File: src/rtl/id_stage_if.sv
// id_stage_if: ID/EX operand bundle; master (ID) drives OutValid/InsOut/Rdata1/Rdata2/Ed32/nextPC, slave (EX) reads them
interface id_stage_if;
  logic        OutValid;
  logic [31:0] InsOut;
  logic [31:0] Rdata1;
  logic [31:0] Rdata2;
  logic [31:0] Ed32;
  logic [31:0] nextPC;
  modport master (output OutValid, InsOut, Rdata1, Rdata2, Ed32, nextPC);
  modport slave  (input  OutValid, InsOut, Rdata1, Rdata2, Ed32, nextPC);
endinterface

File: src/rtl/id_stage.sv
// id_stage: MIPS decode with 32x32 GPR file; inputs CLK/RST, IF (InsValid/Ins/nextPCIn), hazard (Stall/Flush), WB (WE/Waddr/Wdata); outputs via id_stage_if.master ex
module id_stage #(
  parameter bit BYPASS = 1'b1
) (
  input  logic        CLK,
  input  logic        RST,
  input  logic        InsValid,
  input  logic [31:0] Ins,
  input  logic [31:0] nextPCIn,
  input  logic        Stall,
  input  logic        Flush,
  input  logic        WE,
  input  logic [4:0]  Waddr,
  input  logic [31:0] Wdata,
  id_stage_if.master  ex
);
  logic [31:0] gpr_q [32];
  logic        valid_q, valid_d;
  logic [31:0] ins_q, ins_d, rd1_q, rd1_d, rd2_q, rd2_d, ed_q, ed_d, pc_q, pc_d;
  logic [4:0]  rs, rt;
  logic [5:0]  op;
  logic [15:0] imm;
  logic [31:0] rd1, rd2, ed;
  logic        wr, hold, cap;
  assign rs  = Ins[25:21];
  assign rt  = Ins[20:16];
  assign op  = Ins[31:26];
  assign imm = Ins[15:0];
  assign wr  = WE && Waddr != 5'd0;
  always_ff @(posedge CLK or posedge RST)
    if (RST) for (int i = 0; i < 32; i++) gpr_q[i] <= '0;
    else if (wr) gpr_q[Waddr] <= Wdata;
  always_comb begin
    rd1  = (BYPASS && wr && Waddr == rs) ? Wdata : gpr_q[rs];
    rd2  = (BYPASS && wr && Waddr == rt) ? Wdata : gpr_q[rt];
    ed   = op == 6'h0F ? {imm, 16'h0} :
           (op == 6'h0C || op == 6'h0D || op == 6'h0E) ? {16'h0, imm} : {{16{imm[15]}}, imm};
    hold = Stall && !Flush;
    cap  = !Flush && !Stall && InsValid;
    valid_d = hold ? valid_q : cap;
    ins_d   = hold ? ins_q : cap ? Ins : '0;
    rd1_d   = hold ? rd1_q : cap ? rd1 : '0;
    rd2_d   = hold ? rd2_q : cap ? rd2 : '0;
    ed_d    = hold ? ed_q  : cap ? ed  : '0;
    pc_d    = hold ? pc_q  : cap ? nextPCIn : '0;
  end
  always_ff @(posedge CLK or posedge RST)
    if (RST) begin
      valid_q <= 1'b0;
      ins_q   <= '0;
      rd1_q   <= '0;
      rd2_q   <= '0;
      ed_q    <= '0;
      pc_q    <= '0;
    end else begin
      valid_q <= valid_d;
      ins_q   <= ins_d;
      rd1_q   <= rd1_d;
      rd2_q   <= rd2_d;
      ed_q    <= ed_d;
      pc_q    <= pc_d;
    end
  assign ex.OutValid = valid_q;
  assign ex.InsOut   = ins_q;
  assign ex.Rdata1   = rd1_q;
  assign ex.Rdata2   = rd2_q;
  assign ex.Ed32     = ed_q;
  assign ex.nextPC   = pc_q;
endmodule

File: src/flat_wrapper.sv
// flat-port wrapper written by rule: the top's interface ports become plain ports
module id_stage_flat 
#(
  parameter bit BYPASS = 1'b1
)
  (CLK, RST, InsValid, Ins, nextPCIn, Stall, Flush, WE, Waddr, Wdata, ex_OutValid, ex_InsOut, ex_Rdata1, ex_Rdata2, ex_Ed32, ex_nextPC);
  id_stage_if ex_i ();
  input  logic CLK;
  input  logic RST;
  input  logic InsValid;
  input  logic [31:0] Ins;
  input  logic [31:0] nextPCIn;
  input  logic Stall;
  input  logic Flush;
  input  logic WE;
  input  logic [4:0] Waddr;
  input  logic [31:0] Wdata;
  output wire logic [$bits(ex_i.OutValid)-1:0] ex_OutValid;
  output wire logic [$bits(ex_i.InsOut)-1:0] ex_InsOut;
  output wire logic [$bits(ex_i.Rdata1)-1:0] ex_Rdata1;
  output wire logic [$bits(ex_i.Rdata2)-1:0] ex_Rdata2;
  output wire logic [$bits(ex_i.Ed32)-1:0] ex_Ed32;
  output wire logic [$bits(ex_i.nextPC)-1:0] ex_nextPC;
  assign ex_OutValid = ex_i.OutValid;
  assign ex_InsOut = ex_i.InsOut;
  assign ex_Rdata1 = ex_i.Rdata1;
  assign ex_Rdata2 = ex_i.Rdata2;
  assign ex_Ed32 = ex_i.Ed32;
  assign ex_nextPC = ex_i.nextPC;
  id_stage #(.BYPASS(BYPASS)) u_core (.CLK(CLK), .RST(RST), .InsValid(InsValid), .Ins(Ins), .nextPCIn(nextPCIn), .Stall(Stall), .Flush(Flush), .WE(WE), .Waddr(Waddr), .Wdata(Wdata), .ex(ex_i));
endmodule
File: config.mk
export PLATFORM = sky130hd
export DESIGN_NAME = id_stage_flat
export DESIGN_NICKNAME = d
export VERILOG_FILES = /design/src/rtl/id_stage_if.sv /design/src/rtl/id_stage.sv /design/src/flat_wrapper.sv
export SDC_FILE = /design/constraint.sdc
export NUM_CORES = 2
export LEC_CHECK = 0
export CORE_ASPECT_RATIO = 0.7
export CORE_MARGIN = 2
export CORE_UTILIZATION = 44
export CTS_CLUSTER_DIAMETER = 80
export DETAILED_ROUTE_END_ITERATION = 7
export GPL_ROUTABILITY_DRIVEN = 0
export PLACE_DENSITY = 0.68
export SLEW_MARGIN = 25
export SYNTH_ARGS = -nofsm -noshare
export SYNTH_HDL_FRONTEND = slang
export SYNTH_SLANG_ARGS = --single-unit
File: constraint.sdc
create_clock -name CLK -period 38.9 [get_ports CLK]
set_input_delay 5.835 -clock CLK [delete_from_list [all_inputs] [get_ports CLK]]
set_output_delay 5.835 -clock CLK [all_outputs]
set_load 0.03 [all_outputs]
==> results.txt <==
crit share post-route: 0.254
Pins Over Slew Limit: 0
H-tree depth: 3
global router's overall resource usage: 0.284
Synthesized Nets: 4,275
sequential area share after synthesis: 0.491
Die Wd: 447 µm
worst slack, placed: 27,540 ps
largest cells by area after synthesis: dfrtp_1 49%, mux2_2 19%, mux4_2 15%, mux2i_1 3.7%, a22oi_1 2.1%
Clock Root Buffer: clkbuf_16
yosys warns: 0
Peak VDD IR: 0.0000377 V
Ports: 268
CP Max Fanout: 117
Worst-Margin Slew: 1160 ps
Clock Skew: 36.1 ps
CTS Hold Buffers Added: 0
status: finished, final reports clean
initial antenna violation count: 8
Max stage delay on crit path: 750 ps
Synth-to-Final Area Change: 13.1%
area leader, netlist: dfrtp_1
Worst Path Required: 39,820 ps
#FFs+latches synth: 1,185
critical setup path kind: input pin to async pin
Unique masters post-synth: 52
DRC: 0
core outline area: 136,000 µm²
Crit. End Element: async pin
Layout Nets: 4,307
worst-path cell chain: clkdlybuf4s50_1 > clkinvlp_4 > buf_12 > buf_16 > buf_6 > buf_4 > buf_4 > buf_4 > buf_16
Post-synth ARST share: 1.00
CTS tree: done
GR Overflow Total: 0
setup ws final: 29,030 ps
fin cells: 6,133
1st-pass router iterations: 6
number of global-route vias before repair: 40,300
placed insts: 5,919
Post-synth EDFFs: 0
die area: 140,000 µm²
initial DRC count: 4,813
Final Hold Vio Count: 0
min Tclk post-route: 9870 ps
Power Density: 49.5 nW/µm²
Setup Fix Bufs, Post-CTS: 0
Detail Placement HPWL: 113,000 µm
final setup violation count: 0
max-cap violations: 0
wire length per cell: 32.7 µm
total clock buffers created by CTS: 115
Initial Util: 0.444
first-pass GRT wire length: 291,000 µm
FILL cells: 11,500
CP arrival: 10,780 ps
Post-Syn Instances: 4,168
CP startpoint kind: input pin
clk_lat worst skew: 770 ps
clock-pin slew on the worst setup and hold paths: 60 ps
vias per cell: 6.63
clock sinks: 1,185
die height: 314 µm
Min Hold Slack: 396 ps
post-CTS sizing: 0
IO Port Bufs: 267
Slowest-stage cell, CP: buf_4
Most common cell on crit path: buf_4
clk buf depth: 3
share of layout cells above drive strength 1: 0.417
Syn Area/Cell: 14.5 µm²
post-route ant nets: 0
Leak: 29.6 nW
RSZ-0062 raised after global routing: false
Mapped Area: 60,400 µm²
Hold Crit Class: flip-flop to flip-flop
row count: 113
routed wire length: 200,000 µm
Synth top area share: 0.491
Max-slew headroom: 0.224
largest net degree at the start of global routing: 172
f_max: 101 MHz
Most used DFF post-synth: dfrtp_1
total power: 3.38 mW
Setup TNS: 0 ps
via count: 40,700
## worst max-delay path: cells and delay by family
family	cells	cell delay, ps
buf+inv	9	4700
## metrics by stage
stage / instance area (µm²) / utilization
3_3_place_gp: 64500 / 0.474
4_1_cts: 68300 / 0.502
5_1_grt: 68300 / 0.502
2_1_floorplan: 60400 / -
3_5_place_dp: 64500 / 0.474
6_report: 68300 / 0.503
## where the power goes
part	leakage [nW]	total, mW	internal, mW	switching, mW
Sequential	15.4	1.60	1.44	0.154
Combinational	12.4	0.641	0.370	0.271
Clock	1.87	1.15	0.643	0.504
Total	29.6	3.38	2.45	0.930
## area by class of cell
cell class	instances	area, µm²	area share
clock inverter	25	290	0.00425
timing repair buffer	380	3580	0.0524
multi-input combinational	2509	29000	0.424
sequential	1185	29700	0.434
tap	1840	2300	0.0337
inverter	9	37.5	0.000549
antenna	6	15.0	0.000220
clock buffer	179	3510	0.0513
## layout by cell type, fill, tap and decap left out, drive strengths merged, types with 14 or more instances in the layout
master,count
dfrtp,1185
mux2,1009
mux4,408
clkdlybuf4s50,237
mux2i,224
clkbuf,179
a22oi,171
buf,143
a22o,108
nand2,79
a21oi,76
nor2,65
a221oi,61
o21ai,46
a221o,31
or3,30
nand3,25
nor3,23
o211ai,21
nand3b,16
clkinv,16
nor2b,15
a21o,14
nand2b,14
## final timing paths
check / start / endpoint / slack, ps / depth (start not counted)
hold reg to reg: u_core.gpr_q[1017] / u_core.gpr_q[1017] / 400 / 0
setup / recovery: RST / u_core.gpr_q[345] / 29030 / 9
setup reg to reg: u_core.gpr_q[709] / u_core.ex.Rdata1[5] / 36980 / 5
hold / removal: u_core.gpr_q[1017] / u_core.gpr_q[1017] / 400 / 0
min in group asynchronous: RST / u_core.gpr_q[927] / 5580 / 2
max in group CLK: Ins[21] / u_core.ex.Rdata1[1] / 29720 / 8
## cells by family after synthesis
| kind of cell | share of synthesized area |
|---|---|
| mux | 0.378 |
| flops | 0.491 |
| compound gates | 0.0711 |
| simple gates | 0.0240 |
| xor+xnor | 0.00145 |
| buf+inv | 0.0350 |
## flip-flops by register name, indices dropped and copies added, names as in the netlist
name,cells
u_core.gpr_q,1024
u_core.ex.Ed32,32
u_core.ex.InsOut,32
u_core.ex.Rdata1,32
u_core.ex.Rdata2,32
u_core.ex.nextPC,32
u_core.ex.OutValid,1
## per-layer routing
layer,vias to the layer above,wire [µm],global-route usage
li1,16100,-,-
met1,22000,83700,0.414
met2,2192,87500,0.408
met3,378,22200,0.0825
met4,2,6860,0.0927
met5,-,20,0
## synth_stat cells (all sizes together) (14+ instances only)
master	number
a21oi	76
clkbuf	259
nand3	25
o21ai	46
mux4	408
a221oi	61
nor3	23
dfrtp	1185
a221o	31
o211ai	21
nor2	65
nor2b	15
nand2	79
mux2	1009
a22o	108
nand3b	16
mux2i	224
buf	206
or3	30
nand2b	14
a22oi	171
a21o	14
Note: power is estimated with default switching activity, not from simulation.
